==> config.mk <==
export PLATFORM = sky130hd
export DESIGN_NAME = pic_int_sequencer
export DESIGN_NICKNAME = d
export VERILOG_FILES = /design/src/rtl/pic_pkg.sv /design/src/rtl/pic_priority_resolver.sv /design/src/rtl/pic_int_sequencer.sv
export SDC_FILE = /design/constraint.sdc
export NUM_CORES = 1
export LEC_CHECK = 0
export ABC_AREA = 0
export CORE_MARGIN = 2
export CORE_UTILIZATION = 45
export DETAILED_ROUTE_END_ITERATION = 8
export PLACE_DENSITY = 0.74
export SLEW_MARGIN = 40
export SYNTH_ARGS = -nofsm -noshare
export SYNTH_HDL_FRONTEND = slang
export SYNTH_HIERARCHICAL = 1
export SYNTH_SLANG_ARGS = --single-unit
==> constraint.sdc <==
create_clock -name clk -period 6.9 [get_ports clk]
set_clock_uncertainty 0.1 [all_clocks]
set_input_delay 0.69 -clock clk [delete_from_list [all_inputs] [get_ports clk]]
set_output_delay 0.69 -clock clk [all_outputs]
set_load 0.01 [all_outputs]
==> src/rtl/pic_pkg.sv <==
// Shared types and constants for the 8259A-style interrupt sequencer.
package pic_pkg;

    localparam int         N_IRQ          = 8;
    localparam logic [2:0] SPURIOUS_LEVEL = 3'd7;

    typedef enum logic [1:0] {
        IDLE = 2'd0,
        REQ  = 2'd1,
        ACK1 = 2'd2,
        ACK2 = 2'd3
    } pic_state_e;

    localparam logic [1:0] INTA_CNT_IDLE   = 2'd0;
    localparam logic [1:0] INTA_CNT_FIRST  = 2'd1;
    localparam logic [1:0] INTA_CNT_VECTOR = 2'd2;

    // Distance of a level from the current top-priority slot; 0 = highest priority.
    function automatic logic [2:0] prio_rank(input logic [2:0] level, input logic [2:0] lowest);
        return level - lowest - 3'd1;
    endfunction

endpackage

==> src/rtl/pic_priority_resolver.sv <==
// Rotating priority encoder: slot (lowest+1)%8 is highest, lowest is last.
module pic_priority_resolver
    import pic_pkg::*;
(
    input  logic [N_IRQ-1:0] vec,
    input  logic [2:0]       lowest,
    output logic             valid,
    output logic [2:0]       level
);

    logic [N_IRQ-1:0] rot;
    logic [2:0]       offset;

    // rot[0] is the highest-priority request after rotation.
    for (genvar gi = 0; gi < N_IRQ; gi++) begin : g_rot
        assign rot[gi] = vec[3'(lowest + 3'(gi + 1))];
    end

    always_comb begin
        offset = '0;
        for (int i = N_IRQ - 1; i >= 0; i--) begin
            if (rot[i]) begin
                offset = 3'(i);
            end
        end
        valid = |rot;
        level = lowest + 3'd1 + offset;
    end

endmodule

==> src/rtl/pic_int_sequencer.sv <==
// Priority resolution, INT generation, two-pulse INTA sequencing and ISR/rotation
// bookkeeping for the 8259A-style PIC.
module pic_int_sequencer
    import pic_pkg::*;
(
    input  logic             clk,
    input  logic             rst,
    input  logic [N_IRQ-1:0] IRR_status,
    input  logic [N_IRQ-1:0] IMR,
    input  logic [4:0]       ICW2_base,
    input  logic             rotate_mode,
    input  logic             AEOI,
    input  logic             INTA_pulse,
    input  logic             EOI,
    input  logic             SEOI,
    input  logic [2:0]       SEOI_level,
    output logic             INT,
    output logic [1:0]       INTA_count,
    output logic [2:0]       current_service_INT,
    output logic [N_IRQ-1:0] ISR,
    output logic [7:0]       vector,
    output logic             vector_valid
);

    pic_state_e       state_q, state_d;
    logic [N_IRQ-1:0] isr_q, isr_d;
    logic [2:0]       lowest_q, lowest_d;
    logic [2:0]       cur_q, cur_d;
    logic [7:0]       vector_q, vector_d;

    logic [N_IRQ-1:0] cand;
    logic             win_valid, isr_valid, eligible;
    logic [2:0]       win_level, isr_level;
    logic [N_IRQ-1:0] isr_set, aeoi_clr, eoi_clr, seoi_clr;

    assign cand = IRR_status & ~IMR;

    pic_priority_resolver u_cand_res (
        .vec    (cand),
        .lowest (lowest_q),
        .valid  (win_valid),
        .level  (win_level)
    );

    pic_priority_resolver u_isr_res (
        .vec    (isr_q),
        .lowest (lowest_q),
        .valid  (isr_valid),
        .level  (isr_level)
    );

    // Fully nested: only a strictly higher level than the one in service may interrupt.
    assign eligible = win_valid &&
                      (!isr_valid || (prio_rank(win_level, lowest_q) < prio_rank(isr_level, lowest_q)));

    always_comb begin
        state_d  = state_q;
        cur_d    = cur_q;
        vector_d = vector_q;
        lowest_d = lowest_q;
        isr_set  = '0;
        aeoi_clr = '0;
        eoi_clr  = '0;
        seoi_clr = '0;

        case (state_q)
            IDLE: begin
                if (eligible) begin
                    state_d = REQ;
                end
            end
            REQ: begin
                if (INTA_pulse) begin
                    state_d = ACK1;
                    if (win_valid) begin
                        cur_d              = win_level;
                        isr_set[win_level] = 1'b1;
                    end else begin
                        cur_d = SPURIOUS_LEVEL;
                    end
                end
            end
            ACK1: begin
                if (INTA_pulse) begin
                    state_d  = ACK2;
                    vector_d = {ICW2_base, cur_q};
                end
            end
            ACK2: begin
                state_d = IDLE;
                if (AEOI) begin
                    aeoi_clr[cur_q] = 1'b1;
                    if (rotate_mode) begin
                        lowest_d = cur_q;
                    end
                end
            end
            default: state_d = IDLE;
        endcase

        // Non-specific EOI looks at the ISR from before this cycle; SEOI takes precedence.
        if (SEOI) begin
            seoi_clr[SEOI_level] = 1'b1;
        end else if (EOI && isr_valid) begin
            eoi_clr[isr_level] = 1'b1;
            if (rotate_mode) begin
                lowest_d = isr_level;
            end
        end

        isr_d = (isr_q & ~(eoi_clr | seoi_clr | aeoi_clr)) | (isr_set & ~seoi_clr);
    end

    always_ff @(posedge clk) begin
        if (rst) begin
            state_q  <= IDLE;
            isr_q    <= '0;
            lowest_q <= 3'd7;
            cur_q    <= '0;
            vector_q <= '0;
        end else begin
            state_q  <= state_d;
            isr_q    <= isr_d;
            lowest_q <= lowest_d;
            cur_q    <= cur_d;
            vector_q <= vector_d;
        end
    end

    assign INT                 = (state_q == REQ);
    assign INTA_count          = (state_q == ACK1) ? INTA_CNT_FIRST :
                                 (state_q == ACK2) ? INTA_CNT_VECTOR : INTA_CNT_IDLE;
    assign vector_valid        = (state_q == ACK2);
    assign current_service_INT = cur_q;
    assign ISR                 = isr_q;
    assign vector              = vector_q;

endmodule
==> results_dict.tcl, run 1 <==
set metrics [dict create \
    synth_edf_count 0 \
    status "complete, no violations" \
    maxCapViolCount 0 \
    max_freq_mhz 168.5 \
    rsz0062_at_grt "no" \
    ir_drop_uv 218.3 \
    postRouteAntennaNets 0 \
    grt_pass1_vias 2625 \
    antenna_found_initial 0 \
    vias 2639 \
    syn2layout_area_growth_pct 21.17 \
    routed_wl_um 7276 \
    worst_pin_slew_ns 0.6962 \
    numCtsBuffers 3 \
    grt_usage 0.2111 \
    n_antenna_cell 0 \
    routabilityCongestion 0.8545 \
    grt_pass1_wl_um 12720 \
    period_needed_ns 5.933 \
    syn-instance-count 314 \
    setup_viol 0 \
    crit_arrival_ns 6.04 \
    timing_worst_setup_path_type "register to register" \
    clk_latency_ns 0.27 \
    synth_nets 364 \
    ys.warnings.count 6 \
    worst-path-max-fanout 12 \
    drive_gt1_frac 0.1457 \
    syn_avg_cell_area_um2 9.260 \
    ys.flop_type "dfxtp_1" \
    cts.sinks 24 \
    ys_seq_area_frac 0.1652 \
    cts-root-buf "clkbuf_8" \
    die_h_um 84.39 \
    final_cell_mix "clkdlybuf4s50_1 (52), dfxtp_1 (24), nor2_1 (23)" \
    clockBufferDepth 2 \
    drtPass1Iterations 5 \
    drv_slew 0 \
    viasPerCell 6.081 \
    row_count 29 \
    layout_commonest_cell "clkdlybuf4s50_1" \
    cp.required_ns 7.01 \
    drt-wirelength-per-cell_um 16.76 \
    cts_tree "yes" \
    relSlewSlack 0.5325 \
    hpwl_um 5494 \
    synth_cell_types 64 \
    cp-start-kind "register" \
    hold_path_class "register to register" \
    grt.overflow.total 0 \
    top_level_ports 54 \
    postLayoutCellArea_um2 3523 \
    port-buffer-count 53 \
    setup_tns_ns 0 \
    drt-initial-drc-count 201 \
    synthesis.area_um2 2908 \
    power.density_nw_per_um2 275.6 \
    ys_seq_elements 24 \
    ctsResizeCount 0 \
    synthArstFlopShare 0 \
    remaining_drc_errors 0 \
    final_net_count 408 \
    htreeDepth 1 \
    core_um2 6314 \
    clkTransAtPathRegs_ns 0.09 \
    finalHoldViolCount 0 \
    die_x_um 84.39 \
    post_cts_buffers 0 \
    p_leak_nw 1.333 \
    dieArea_um2 7121 \
    start_util 0.4606 \
    final_util 0.5581 \
    postCtsHoldBufs 0 \
    endpoint_kind "register" \
    grt_max_degree 27 \
    placed_area_um2 3457 \
    min_period_over_period 0.8599 \
]
[path summary, 6_finish.rpt]
check / startpoint / endpoint / slack (ns) / cells past startpoint
setup reg to reg: lowest_q[1] / state_q[0] / 0.97 / 18
hold / removal: vector[6] / vector[6] / 0.36 / 2
hold reg to reg: vector[6] / vector[6] / 0.36 / 2
setup / recovery: lowest_q[1] / state_q[0] / 0.97 / 18
[through the flow]
stage / hold slack [ns] / total power, mW / cells / worst slack, ns
finish: 0.3606 / 0.9712 / 434 / 0.9665
floorplan: 0.3805 / 0.6761 / 314 / 1.782
detailed placement: 0.3474 / 0.8329 / 430 / 1.069
CTS: 0.3586 / 0.9727 / 434 / 0.9574
global placement: 0.3429 / 0.8215 / 430 / 1.186
global route: 0.3868 / 1.049 / 434 / 0.6189
[logic make-up (layout without fill, tap and decap cells)]
| logic type | Yosys count | in the layout | synth area share |
|---|---|---|---|
| flip-flops | 24 | 24 | 0.1652 |
| adder cells (fa/ha/maj) | 20 | 20 | 0.09596 |
| AO/OA/AOI/OAI | 66 | 66 | 0.1700 |
| XOR/XNOR | 12 | 12 | 0.03614 |
| multiplexers | 55 | 55 | 0.2805 |
| AND/OR/NAND/NOR | 104 | 104 | 0.1971 |
| buffers and inverters | 33 | 76 | 0.05507 |
[power by group]
part	internal, mW	switching, mW
Combinational	0.302	0.349
Sequential	0.158	0.0363
Clock	0.0776	0.0484
[flip-flops by register name, indices dropped and copies added (netlist names)]
register / flops
ISR: 8
current_service_INT: 3
lowest_q: 3
state_q: 2
vector: 8
[cell usage after synthesis, types with 3 or more instances]
master / number / share of area
ha_1: 15 / 0.065
nor2b_1: 16 / 0.034
a311oi_1: 6 / 0.018
mux4_2: 13 / 0.10
o22ai_1: 3 / 0.0065
nand2b_1: 6 / 0.013
inv_1: 15 / 0.019
nor3_1: 5 / 0.0086
buf_6: 3 / 0.012
a21oi_1: 16 / 0.028
clkbuf_1: 5 / 0.0065
dfxtp_1: 24 / 0.17
xnor2_1: 8 / 0.024
nor2_1: 23 / 0.030
mux2_2: 14 / 0.054
nand3_1: 13 / 0.022
fa_1: 4 / 0.028
mux2i_1: 20 / 0.069
buf_2: 7 / 0.012
a22oi_1: 11 / 0.028
or2_2: 3 / 0.0065
nand2_1: 16 / 0.021
xor2_1: 4 / 0.012
mux4_1: 4 / 0.036
a32oi_1: 6 / 0.018
a211oi_1: 5 / 0.013
o21ai_0: 4 / 0.0069
[final cells by class]
class                   instances  area [um^2]
fillers                       590         2790
multi-input cells             257         2267
repair buffers                 56        548.0
flip-flops and latches         24        480.5
well taps                      77        96.34
inverters                      16        60.06
clock buffers                   3        41.29
clock inverters                 1        30.03
[metal layers]
metal  global-route usage  part of all wire  vias up
li1                     -                 -     1268
met4              0.03463            0.0063        0
met5                    0                 0        -
met2               0.3528              0.49       82
met3              0.02458             0.055        6
met1               0.3007              0.45     1283
[worst max-delay path, cell delays in order, from the launching register on]
cell and delay, ns:
dfxtp_1 0.71, inv_1 0.25, ha_1 0.68, mux2i_1 0.18, mux4_2 0.57, nor4_1 0.28
a21oi_1 0.08, o211a_1 0.23, ha_1 0.19, fa_1 0.64, inv_1 0.10, fa_1 0.41
xor2_1 0.16, xnor2_1 0.23, ha_1 0.29, a21oi_1 0.14, o21ai_0 0.09, a31oi_1 0.30
mux2i_1 0.23
No activity file was read; power rests on OpenSTA's default activity.
==> run 2, diff against run 1 <==
--- a/config.mk
+++ b/config.mk
@@ -6,6 +6,7 @@
 export NUM_CORES = 1
 export LEC_CHECK = 0
 export ABC_AREA = 0
+export CORE_ASPECT_RATIO = 1.75
 export CORE_MARGIN = 2
 export CORE_UTILIZATION = 45
 export DETAILED_ROUTE_END_ITERATION = 8
==> results_dict.tcl, run 2 (same netlist as run 1, synthesis figures left out) <==
set metrics [dict create \
    status "complete, no violations" \
    timing_worst_setup_path_type "register to register" \
    maxCapViolCount 0 \
    worst-path-max-fanout 12 \
    grt_pass1_wl_um 12900 \
    grt_max_degree 27 \
    final_net_count 407 \
    port-buffer-count 53 \
    crit_arrival_ns 6.00 \
    dieArea_um2 7146 \
    cts.sinks 24 \
    place_ws_ns 1.099 \
    hold_path_class "register to register" \
    hpwl_um 6096 \
    min_period_over_period 0.8542 \
    cts_tree "yes" \
    core_um2 6228 \
    period_needed_ns 5.894 \
    worstHoldStart "vector[4]" \
    relSlewSlack 0.5565 \
    row_count 38 \
    cp-start-kind "register" \
    routed_wl_um 7841 \
    rsz0062_at_grt "no" \
    top_level_ports 54 \
    postRouteAntennaNets 0 \
    p_int_mw 0.4972 \
    start_util 0.4669 \
    holdPathEnd "vector[4]" \
    seqPwrFrac 0.214 \
    routabilityCongestion 0.9084 \
    post_cts_buffers 0 \
    power.density_nw_per_um2 266.1 \
    layout_commonest_cell "clkdlybuf4s50_1" \
    reg2reg_depth 18 \
    drt-initial-drc-count 173 \
    setup_tns_ns 0 \
    reg2reg_to "state_q[0]" \
    r2r_start "lowest_q[1]" \
    max_freq_mhz 169.7 \
    drive_gt1_frac 0.1408 \
    remaining_drc_errors 0 \
    crit_start "lowest_q[1]" \
    drtPass1Iterations 4 \
    vias 2691 \
    ctsResizeCount 0 \
    viasPerCell 6.186 \
    n_antenna_cell 0 \
    clk_latency_ns 0.27 \
    grt.overflow.total 0 \
    clockBufferDepth 2 \
    cts-root-buf "clkbuf_8" \
    drt-wirelength-per-cell_um 18.03 \
    ff2ff_setup_slack_ns 1.01 \
    endpoint_kind "register" \
    switching_power_mw 0.4315 \
    postCtsHoldBufs 0 \
    finalWorstSetupSlack_ns 1.006 \
    pwr-share-comb 0.691 \
    p_clk_frac 0.094 \
    grt_pass1_vias 2742 \
    die_x_um 64.77 \
    grt_usage 0.2287 \
    nFillCells 594 \
    finalHoldViolCount 0 \
    htreeDepth 1 \
    holdPathStages 2 \
    clkTransAtPathRegs_ns 0.09 \
    final_cell_mix "clkdlybuf4s50_1 (52), dfxtp_1 (24), nor2_1 (23)" \
    worst_pin_slew_ns 0.6605 \
    die_h_um 110.3 \
    p_sw_frac 0.4646 \
    cp.required_ns 7.01 \
    syn2layout_area_growth_pct 20.01 \
    antenna_found_initial 0 \
    numCtsBuffers 3 \
    setup_viol 0 \
    p_leak_nw 1.314 \
    drv_slew 0 \
    ir_drop_uv 168.9 \
]
run 2: changes by cell type in the layout (fill, tap and decap cells not counted):
cell       change
bufinv_16      -1
buf_4          -1
run 2: power groups by stage:
stage / registers, mW / clock network (mW) / logic [mW]
after floorplan: 0.191 / 0 / 0.486
after global placement: 0.201 / 0 / 0.622
after detailed placement: 0.202 / 0 / 0.633
after CTS: 0.199 / 0.0891 / 0.636
after global routing: 0.204 / 0.0936 / 0.713
final: 0.199 / 0.0877 / 0.642
run 2: worst max-delay path: stages, from the launching register on:
cell and delay [ns]:
dfxtp_1 0.70, inv_1 0.24, ha_1 0.71, mux2i_1 0.21
mux4_2 0.59, nor4_1 0.30, a21oi_1 0.08, o211a_1 0.23
ha_1 0.19, fa_1 0.63, inv_1 0.09, fa_1 0.41
xor2_1 0.16, xnor2_1 0.17, ha_1 0.32, a21oi_1 0.13
o21ai_0 0.09, a31oi_1 0.28, mux2i_1 0.21
run 2: layout make-up:
cell class	instances	area [um^2]	area share
Clock buffer	3	41.29	0.01183
Inverter	16	60.06	0.01721
Tap cell	80	100.1	0.02868
Sequential cell	24	480.5	0.1377
Timing Repair Buffer	55	540.5	0.1549
Multi-Input combinational cell	257	2267	0.6497
run 2: layer usage:
layer,up-vias,track usage,part of all wire
li1,1272,-,-
met1,1313,0.2406,0.36
met2,80,0.4551,0.57
met3,26,0.01320,0.032
met4,0,0.1003,0.037
met5,-,0,0
run 2: worst max-delay path by stage:
| stage | to | depth (start not counted) |
|---|---|---|
| final | state_q[0] | 18 |
| after floorplan | state_q[0] | 21 |
| after global placement | state_q[0] | 18 |
| after global routing | state_q[1] | 18 |
| after CTS | state_q[0] | 18 |
| after detailed placement | state_q[1] | 18 |
run 2: per-stage QoR:
stage,power (mW),utilization,std cells,hold slack [ns],area [um^2]
2_1_floorplan,0.6761,-,314,0.3805,2908
3_3_place_gp,0.8226,0.5544,432,0.3429,3453
3_5_place_dp,0.8348,0.5544,432,0.3530,3453
4_1_cts,0.9241,0.5611,435,0.3661,3495
5_1_grt,1.011,0.5603,435,0.3910,3490
6_report,0.9288,0.5603,435,0.3619,3490
==> run 3, diff against run 2 <==
--- a/config.mk
+++ b/config.mk
@@ -7,9 +7,10 @@
 export LEC_CHECK = 0
 export ABC_AREA = 0
 export CORE_ASPECT_RATIO = 1.75
-export CORE_MARGIN = 2
+export CORE_MARGIN = 5
 export CORE_UTILIZATION = 45
 export DETAILED_ROUTE_END_ITERATION = 8
+export GPL_TIMING_DRIVEN = 0
 export PLACE_DENSITY = 0.74
 export SLEW_MARGIN = 40
 export SYNTH_ARGS = -nofsm -noshare
==> results_dict.tcl, run 3 (same netlist as run 1, synthesis figures left out) <==
set metrics [dict create \
    status "complete, no violations" \
    viasPerCell 6.058 \
    cp-start-kind "register" \
    start_util 0.4669 \
    crit_top_cell "ha_1" \
    clockBufferDepth 2 \
    vias 2720 \
    critPathTopFamily "adder cells" \
    power.density_nw_per_um2 276.9 \
    cts-root-buf "clkbuf_8" \
    rsz0062_at_grt "no" \
    cts_tree "yes" \
    die_h_um 116.3 \
    maxCapViolCount 0 \
    setup_tns_ns 0 \
    postLayoutCellArea_um2 3590 \
    drive_gt1_frac 0.1626 \
    worst-path-max-fanout 10 \
    post_cts_buffers 0 \
    numCtsBuffers 3 \
    row_count 38 \
    grt_pass1_vias 2894 \
    clkTransAtPathRegs_ns 0.09 \
    die_x_um 70.77 \
    postRouteAntennaNets 0 \
    worst-path-buf-inv 4 \
    port-buffer-count 51 \
    drv_slew 0 \
    syn2layout_area_growth_pct 23.45 \
    max_freq_mhz 165.4 \
    min_period_over_period 0.8761 \
    timing_worst_setup_path_type "register to register" \
    ff2ff_setup_slack_ns 0.85 \
    finalPower_mw 0.9940 \
    grt.overflow.total 0 \
    cp_slowest_cell "fa_1" \
    hold_path_class "register to register" \
    nFillCells 558 \
    placed_area_um2 3518 \
    ctsResizeCount 0 \
    worst_pin_slew_ns 0.6112 \
    drt-initial-drc-count 84 \
    core_um2 6228 \
    cts.sinks 24 \
    drt-wirelength-per-cell_um 17.84 \
    htreeDepth 1 \
    postCtsHoldBufs 0 \
    grt_pass1_wl_um 13110 \
    setup_viol 0 \
    whs_ns 0.3638 \
    ir_drop_uv 137.2 \
    final_net_count 420 \
    clk_latency_ns 0.26 \
    p_clk_frac 0.124 \
    finalWorstSetupSlack_ns 0.8547 \
    finalHoldViolCount 0 \
    antenna_found_initial 0 \
    p_leak_nw 1.367 \
    routabilityCongestion 0.9006 \
    grt_usage 0.1950 \
    stdcell_count 449 \
    remaining_drc_errors 0 \
    routed_wl_um 8012 \
    critical_path.max_stage_delay_ns 0.58 \
    dpl.cell_count 445 \
    grt_max_degree 15 \
    seqPwrFrac 0.194 \
    hpwl_um 6646 \
    endpoint_kind "register" \
    crit_arrival_ns 6.14 \
    layout_commonest_cell "clkdlybuf4s50_1" \
    period_needed_ns 6.045 \
    top_level_ports 54 \
    final_util 0.5763 \
    final_cell_mix "clkdlybuf4s50_1 (51), dfxtp_1 (24), nor2_1 (23)" \
    relSlewSlack 0.5896 \
    drtPass1Iterations 4 \
    place_ws_ns 0.9014 \
    p_int_mw 0.5439 \
    dieArea_um2 8233 \
    switching_power_mw 0.4501 \
    path_cells "buf_2, inv_1, ha_1, buf_2, mux2_2, mux4_2, o21ai_0, a211oi_1, a21oi_1, a311o_1, ha_1, fa_1, inv_1, fa_1, xnor2_1, xnor2_1, ha_1, a21oi_1, o21ai_0, a31oi_1, mux2i_1" \
    p_sw_frac 0.4528 \
    n_antenna_cell 0 \
    pwr-share-comb 0.682 \
    cp.required_ns 7.00 \
]
[run 3: cell count changes in the layout (fill, tap and decap cells not counted), sizes merged]
cell           before  now
bufinv              0    1
buf                 3   11
clkbuf              3    9
clkdlybuf4s50      52   51
[run 3: cell type report]
cell class,count,area (um^2),area share
multi-input cells,257,2267,0.6316
clock buffers,3,41.29,0.01150
well taps,80,100.1,0.02788
repair buffers,51,510.5,0.1422
inverters,16,60.06,0.01673
flip-flops and latches,24,480.5,0.1338
plain buffers,17,100.1,0.02788
clock inverters,1,30.03,0.008365
[run 3: power by group through the flow]
stage	sequential, mW	clock [mW]	combinational, mW
global route	0.197	0.129	0.746
detailed placement	0.196	0	0.673
global placement	0.195	0	0.654
finish	0.193	0.123	0.678
floorplan	0.191	0	0.486
CTS	0.192	0.127	0.678
[run 3: metal layers]
layer | up-vias | track usage | share of wire
met5 | - | 0 | 0
met4 | 0 | 0.08281 | 0.036
met3 | 23 | 0.01378 | 0.030
met2 | 79 | 0.4055 | 0.58
met1 | 1316 | 0.1906 | 0.35
li1 | 1302 | - | -
[run 3: worst paths after layout]
kind / startpoint / to / depth (start not counted)
setup reg to reg: lowest_q[0] / state_q[1] / 21
hold / removal: vector[5] / vector[5] / 2
setup / recovery: lowest_q[0] / state_q[1] / 21
hold reg to reg: vector[5] / vector[5] / 2
[run 3: worst min-delay path: stages, from the launching register on]
cell and delay [ns]:
dfxtp_1 0.32, nand2_1 0.05, a21oi_1 0.05
